--- src/rtl/fifo_bit_packer_if.sv ---
// Narrow input stream plus async-FIFO write port of the bit packer.
// master drives beats and the full flag; slave is the packer itself.
interface fifo_bit_packer_if #(
    parameter int IN_WIDTH = 1,
    parameter int RATIO    = 4
);
    localparam int OUT_WIDTH = IN_WIDTH * RATIO;

    logic                 s_valid;
    logic                 s_ready;
    logic [IN_WIDTH-1:0]  s_data;
    logic                 s_last;
    logic                 fifo_w_en;
    logic [OUT_WIDTH-1:0] fifo_dat;
    logic                 fifo_full;

    modport master (
        output s_valid, s_data, s_last, fifo_full,
        input  s_ready, fifo_w_en, fifo_dat
    );

    modport slave (
        input  s_valid, s_data, s_last, fifo_full,
        output s_ready, fifo_w_en, fifo_dat
    );
endinterface

--- src/rtl/fifo_bit_packer.sv ---
// Packs RATIO narrow beats into one FIFO word held in a one-entry output register.
// Define PACKER_STALL_CNT_EN to add the saturating stall_cnt output.
module fifo_bit_packer #(
    parameter int IN_WIDTH = 1,
    parameter int RATIO    = 4,
    parameter int CNT_W    = $clog2(RATIO)
) (
    input  logic          w_clk,
    input  logic          r_rst,
    fifo_bit_packer_if.slave bus,
`ifdef PACKER_STALL_CNT_EN
    output logic [15:0]   stall_cnt,
`endif
    output logic [15:0]   word_cnt
);
    localparam int               OUT_WIDTH = IN_WIDTH * RATIO;
    localparam logic [CNT_W-1:0] LAST_LANE = CNT_W'(RATIO - 1);

    logic [CNT_W-1:0]     cnt;
    logic [OUT_WIDTH-1:0] acc;
    logic [OUT_WIDTH-1:0] lane_word;
    logic [OUT_WIDTH-1:0] hold_dat;
    logic                 hold_valid;
    logic                 last_lane;
    logic                 beat;
    logic                 complete;
    logic                 drain;

    assign last_lane     = (cnt == LAST_LANE);
    assign drain         = hold_valid && !bus.fifo_full;
    // A completing beat needs the hold register free, either empty or draining now.
    assign bus.s_ready   = !hold_valid || !bus.fifo_full || (!last_lane && !bus.s_last);
    assign beat          = bus.s_valid && bus.s_ready;
    assign complete      = beat && (last_lane || bus.s_last);
    assign bus.fifo_w_en = drain;
    assign bus.fifo_dat  = hold_dat;

    always_comb begin
        lane_word = '0;
        lane_word[32'(cnt) * IN_WIDTH +: IN_WIDTH] = bus.s_data;
    end

    always_ff @(posedge w_clk or posedge r_rst) begin
        if (r_rst) begin
            cnt <= '0;
            acc <= '0;
        end else if (beat) begin
            if (complete) begin
                cnt <= '0;
                acc <= '0;
            end else begin
                cnt <= cnt + 1'b1;
                acc <= acc | lane_word;
            end
        end
    end

    // Lanes above cnt are always zero in acc, so OR-ing in the current lane pads early words.
    always_ff @(posedge w_clk or posedge r_rst) begin
        if (r_rst) begin
            hold_valid <= 1'b0;
            hold_dat   <= '0;
        end else if (complete) begin
            hold_valid <= 1'b1;
            hold_dat   <= acc | lane_word;
        end else if (drain) begin
            hold_valid <= 1'b0;
        end
    end

    always_ff @(posedge w_clk or posedge r_rst) begin
        if (r_rst) begin
            word_cnt <= '0;
        end else if (drain) begin
            word_cnt <= word_cnt + 16'd1;
        end
    end

`ifdef PACKER_STALL_CNT_EN
    always_ff @(posedge w_clk or posedge r_rst) begin
        if (r_rst) begin
            stall_cnt <= '0;
        end else if (bus.s_valid && !bus.s_ready && stall_cnt != 16'hFFFF) begin
            stall_cnt <= stall_cnt + 16'd1;
        end
    end
`endif
endmodule
--- src/flat_wrapper.sv ---
// flat-port wrapper written by rule: the top's interface ports become plain ports
module fifo_bit_packer_flat 
#(
    parameter int IN_WIDTH = 1,
    parameter int RATIO    = 4,
    parameter int CNT_W    = $clog2(RATIO)
)
  (w_clk, r_rst, word_cnt, bus_s_valid, bus_s_data, bus_s_last, bus_fifo_full, bus_s_ready, bus_fifo_w_en, bus_fifo_dat);
  fifo_bit_packer_if #(.IN_WIDTH(IN_WIDTH), .RATIO(RATIO)) bus_i ();
  input  logic w_clk;
  input  logic r_rst;
  output logic [15:0] word_cnt;
  input wire logic [$bits(bus_i.s_valid)-1:0] bus_s_valid;
  input wire logic [$bits(bus_i.s_data)-1:0] bus_s_data;
  input wire logic [$bits(bus_i.s_last)-1:0] bus_s_last;
  input wire logic [$bits(bus_i.fifo_full)-1:0] bus_fifo_full;
  output wire logic [$bits(bus_i.s_ready)-1:0] bus_s_ready;
  output wire logic [$bits(bus_i.fifo_w_en)-1:0] bus_fifo_w_en;
  output wire logic [$bits(bus_i.fifo_dat)-1:0] bus_fifo_dat;
  assign bus_i.s_valid = bus_s_valid;
  assign bus_i.s_data = bus_s_data;
  assign bus_i.s_last = bus_s_last;
  assign bus_i.fifo_full = bus_fifo_full;
  assign bus_s_ready = bus_i.s_ready;
  assign bus_fifo_w_en = bus_i.fifo_w_en;
  assign bus_fifo_dat = bus_i.fifo_dat;
  fifo_bit_packer #(.IN_WIDTH(IN_WIDTH), .RATIO(RATIO), .CNT_W(CNT_W)) u_core (.w_clk(w_clk), .r_rst(r_rst), .bus(bus_i), .word_cnt(word_cnt));
endmodule
--- config.mk ---
export PLATFORM = sky130hd
export DESIGN_NAME = fifo_bit_packer_flat
export DESIGN_NICKNAME = d
export VERILOG_FILES = /design/src/rtl/fifo_bit_packer_if.sv /design/src/rtl/fifo_bit_packer.sv /design/src/flat_wrapper.sv
export SDC_FILE = /design/constraint.sdc
export NUM_CORES = 1
export LEC_CHECK = 0
export ABC_AREA = 1
export BUFFER_PORTS_ARGS = -buffer_cell sky130_fd_sc_hd__buf_2
export CAP_MARGIN = 20
export CORE_MARGIN = 5
export CORE_UTILIZATION = 58
export CTS_CLUSTER_SIZE = 28
export DETAILED_ROUTE_END_ITERATION = 10
export PLACE_DENSITY = 0.87
export REMOVE_ABC_BUFFERS = 1
export SLEW_MARGIN = 20
export SYNTH_ARGS = -nofsm -noshare
export SYNTH_HDL_FRONTEND = slang
export SYNTH_SLANG_ARGS = --single-unit
--- constraint.sdc ---
create_clock -name w_clk -period 4.4 [get_ports w_clk]
set_clock_uncertainty 0.05 [all_clocks]
set_input_delay 0.44 -clock w_clk [delete_from_list [all_inputs] [get_ports w_clk]]
set_output_delay 0.44 -clock w_clk [all_outputs]
set_load 0.02 [all_outputs]
# Word-level counts from Yosys, hierarchy flattened
# Cells that the tools add are included.
[word_totals]
regBits = 27
word_cells = 29
output_inout_bits = 22
[classes]
reduce_logical = 12
add_sub_neg = 3
shift = 2
n_bitwise = 2
eq_ne = 1
n_mux = 4
[ops]
columns = ["operator", "n"]
rows = [
  ["2-bit negator with 34-bit output", 1],
  ["1-bit by 34-bit variable shift with 4-bit output (first input constant)", 1],
  ["1-bit by 34-bit indexed part select with 4-bit output", 1],
  ["16-bit by 1-bit adder with 16-bit output (second input constant)", 1],
  ["4-bit AND", 1],
  ["1-bit logical AND", 4],
  ["1-bit logical NOT", 4],
  ["4-bit 2-to-1 mux", 1],
  ["4-bit OR", 1],
  ["1-bit logical OR", 3],
  ["2-bit by 1-bit adder with 2-bit output (second input constant)", 1],
  ["2-bit == test (second input constant)", 1],
  ["1-bit 2-to-1 mux", 2],
  ["2-bit 2-to-1 mux", 1],
  ["2-bit nonzero test", 1],
]

# Logic depth before layout (Yosys ltp)
[depth]
word_depth = 7
ltp_mapped = 9

# Worst setup path before layout
# Ideal clock, no wire load.
[synth_timing]
path_type = "reg-to-output"
startpoint = "reg u_core.cnt[0]"
endpoint = "out bus_s_ready"
n_path_buf = 0
t_required_ns = 3.910
path_slack_ns = 2.711
arrival_ns = 1.199
path_stages_with_launch = 5
cell_sequence = "dfrtp_1 -> ha_1 -> nor2_1 -> inv_1 -> nand3_1"
[synth_via]
elab_chain_len = 4
[synth_rtl]
columns = ["item", "line", "text"]
rows = [
  ["start, declared", "fifo_bit_packer.sv:19", "logic [CNT_W-1:0] cnt;"],
  ["start signal, assigned", "fifo_bit_packer.sv:52", "cnt <= cnt + 1'b1;"],
  ["2-bit == test", "fifo_bit_packer.sv:29", "assign last_lane = (cnt == LAST_LANE);"],
  ["1-bit logical NOT", "fifo_bit_packer.sv:32", "assign bus.s_ready = !hold_valid || !bus.fifo_full || (!last_lane && !bus.s_last);"],
  ["1-bit logical AND", "fifo_bit_packer.sv:32", ""],
  ["1-bit logical OR", "fifo_bit_packer.sv:32", ""],
  ["end, declared", "flat_wrapper.sv:17", "output wire logic [$bits(bus_i.s_ready)-1:0] bus_s_ready;"],
]
# No other way between the ends.

# Final worst setup path
# Same ends and word-level chain as after synthesis.

==> qor.txt <==
Placer Congestion -> 0.770
switching pwr -> 229 uW
Layout area overhead -> 13.8%
period utilization -> 50.2%
CTS tree -> yes
post-DP HPWL -> 2100 microns
clk sink count -> 27
Clock transition at path regs -> 0.16 ns
most common cell after layout, fill and taps aside -> nand2_1
CP required -> 3.91 ns
outcome -> finished clean
I/O Buffers -> 27
Final setup viols -> 0
syn avg cell area -> 8.12 sq um
Crit Path Class -> register to primary output
Post-CTS Setup Bufs -> 0
Post-Syn Instances -> 181
CTS Buf Count -> 3
row count -> 18
Clk pwr share -> 18.9%
DRT antenna net count -> 0
initial core utilization -> 59.8%
Logic pwr share -> 28.3%
pre-CTS setup slack -> 2.59 ns
Root Buffer -> clkbuf_4
Max FO, Critical Path -> 5
Lkg Pwr -> 0.000919 uW
fin crit period -> 2.21 ns
final instance area -> 1670 sq um
RSZ-0062 raised after global routing -> no
Slew headroom -> 37.1%
Die Width -> 60.3 microns
Post-Route WL -> 2710 microns
drt first-iter violations -> 41
# DRC -> 0
largest net degree at the start of global routing -> 28
Ant. Diodes -> 0
startpoint types -> register
flop and latch count out of synthesis -> 27
Post-Synthesis Cell Area -> 1470 sq um
register area share after synthesis -> 46.0%
GR Util met1 -> 25.2%
Hold Fails Final Rpt -> 0
Power Dens Cells -> 359 nW/um^2
global-route wire length before repair -> 4910 microns
post-cts resize count -> 0
Worst Hold Class -> primary input to asynchronous set/reset pin
Worst-Margin Slew -> 0.938 ns
Max clock buf depth -> 2
most frequent cells in the layout -> nand2_1, buf_2, dfrtp_1
Ys Warns -> 0
Int Pwr -> 370 uW
GR peak layer -> met2
CP arrival -> 1.72 ns
Clock Latency Late Sink -> 0.34 ns
core area -> 2450 sq um
H-Tree Depth -> 1
Highest Clock Rate -> 453 MHz
synth unique cells -> 21
CP endpoint kind -> primary output
GR Layer Usage met3 -> 3.24%
number of max-cap violations -> 0
via count -> 1,229
per-cell routed wire length -> 11.2 microns
met2 Track Usage GR -> 28.1%
switching part of the total -> 38.2%
TritonRoute pass-1 iters -> 5
filler cell count -> 216
final worst setup slack -> 2.19 ns
Flop pwr share -> 52.9%
# IOs -> 28
Total GRT Usage -> 17.8%
Final Max Tran Viols -> 0
grt total ovfl -> 0
Hold Buf Count CTS -> 0
layout cell share with drive strength beyond 1 -> 20.8%
Die Height -> 60.3 microns
full die area -> 3640 sq um
vias in the first global route -> 1,148
largest vdd supply drop -> 319 uV
final net count -> 226
setup_tns -> 0 ns
initial antenna violation count -> 0
placed cell areas -> 1640 sq um
via-per-instance ratio -> 5.08
stage by stage:
stage / util (%) / hold slack (ns) / cells / power (uW)
6_report: 68.1 / 0.117 / 242 / 600
3_3_place_gp: 66.9 / 0.408 / 238 / 484
2_1_floorplan: - / 0.428 / 181 / 436
5_1_grt: 68.1 / 0.166 / 242 / 641
4_1_cts: 68.1 / 0.292 / 242 / 602
3_5_place_dp: 66.9 / 0.415 / 238 / 491
Yosys cell counts:
master	number	area [sq um]
o21ai_4	1	16.3
xnor2_1	5	43.8
nand2_4	1	11.3
and3_1	1	6.26
ha_1	7	87.6
a21oi_2	1	8.76
nand4_1	6	37.5
a21oi_1	2	10.0
dfrtp_1	27	676
o21ai_0	2	10.0
nor3_1	1	5.00
nand3_1	11	55.1
inv_1	24	90.1
nor2_4	3	33.8
o21ai_1	3	15.0
nor2_1	18	67.6
nand2_2	3	18.8
inv_2	4	15.0
nand2_1	54	203
xor2_1	5	43.8
nand3b_1	2	15.0
state kept, by name (all words and copies together), names as in the netlist:
name                 cells
u_core.acc               4
u_core.cnt               2
u_core.hold_valid        1
u_core.bus.fifo_dat      4
u_core.word_cnt         16
power groups by stage:
stage / combinational, uW / sequential (uW) / clock [uW]
after floorplan: 92.2 / 343 / 0
after global placement: 166 / 318 / 0
after detailed placement: 171 / 320 / 0
after CTS: 171 / 316 / 115
after global routing: 193 / 323 / 125
final: 170 / 317 / 113
routing by layer:
layer	wire length [microns]	vias to the layer above
li1	-	621
met1	1310	572
met2	1200	31
met3	162	5
met4	34	0
met5	0	-
path summary, 6_finish.rpt:
kind	to	start	slack, ns	cells past startpoint
setup / recovery	bus_s_ready	u_core.cnt[0]	2.19	5
hold / removal	u_core.word_cnt[6]	r_rst	0.12	2
setup reg to reg	u_core.bus.fifo_dat[0]	u_core.cnt[0]	2.80	8
hold reg to reg	u_core.bus.fifo_dat[3]	u_core.bus.fifo_dat[3]	0.45	2
max in group asynchronous	u_core.word_cnt[0]	r_rst	3.75	2
min in group w_clk	u_core.cnt[1]	bus_s_valid	0.32	3
cell families after synthesis:
| kind of cell | Yosys count | share of synthesized area [%] |
|---|---|---|
| xor+xnor | 10 | 5.96 |
| simple gates | 100 | 30.8 |
| buf+inv | 28 | 7.15 |
| compound gates | 9 | 4.09 |
| fa+ha+maj | 7 | 5.96 |
| flops | 27 | 46.0 |
cell type report:
class | instances | area, sq um | share of cell area (%)
Clock inverter | 1 | 7.51 | 0.449
Sequential cell | 27 | 676 | 40.4
Timing Repair Buffer | 27 | 135 | 8.08
Multi-Input combinational cell | 126 | 688 | 41.2
Inverter | 28 | 105 | 6.29
Tap cell | 30 | 37.5 | 2.25
Clock buffer | 3 | 22.5 | 1.35
worst max-delay path: stages, from the launching register on:
cell and delay, ns:
dfrtp_1 0.47, ha_1 0.22, nor2_1 0.30, inv_1 0.15, nand3_1 0.09, buf_2 0.16
No activity file was read; power rests on OpenSTA's default activity.
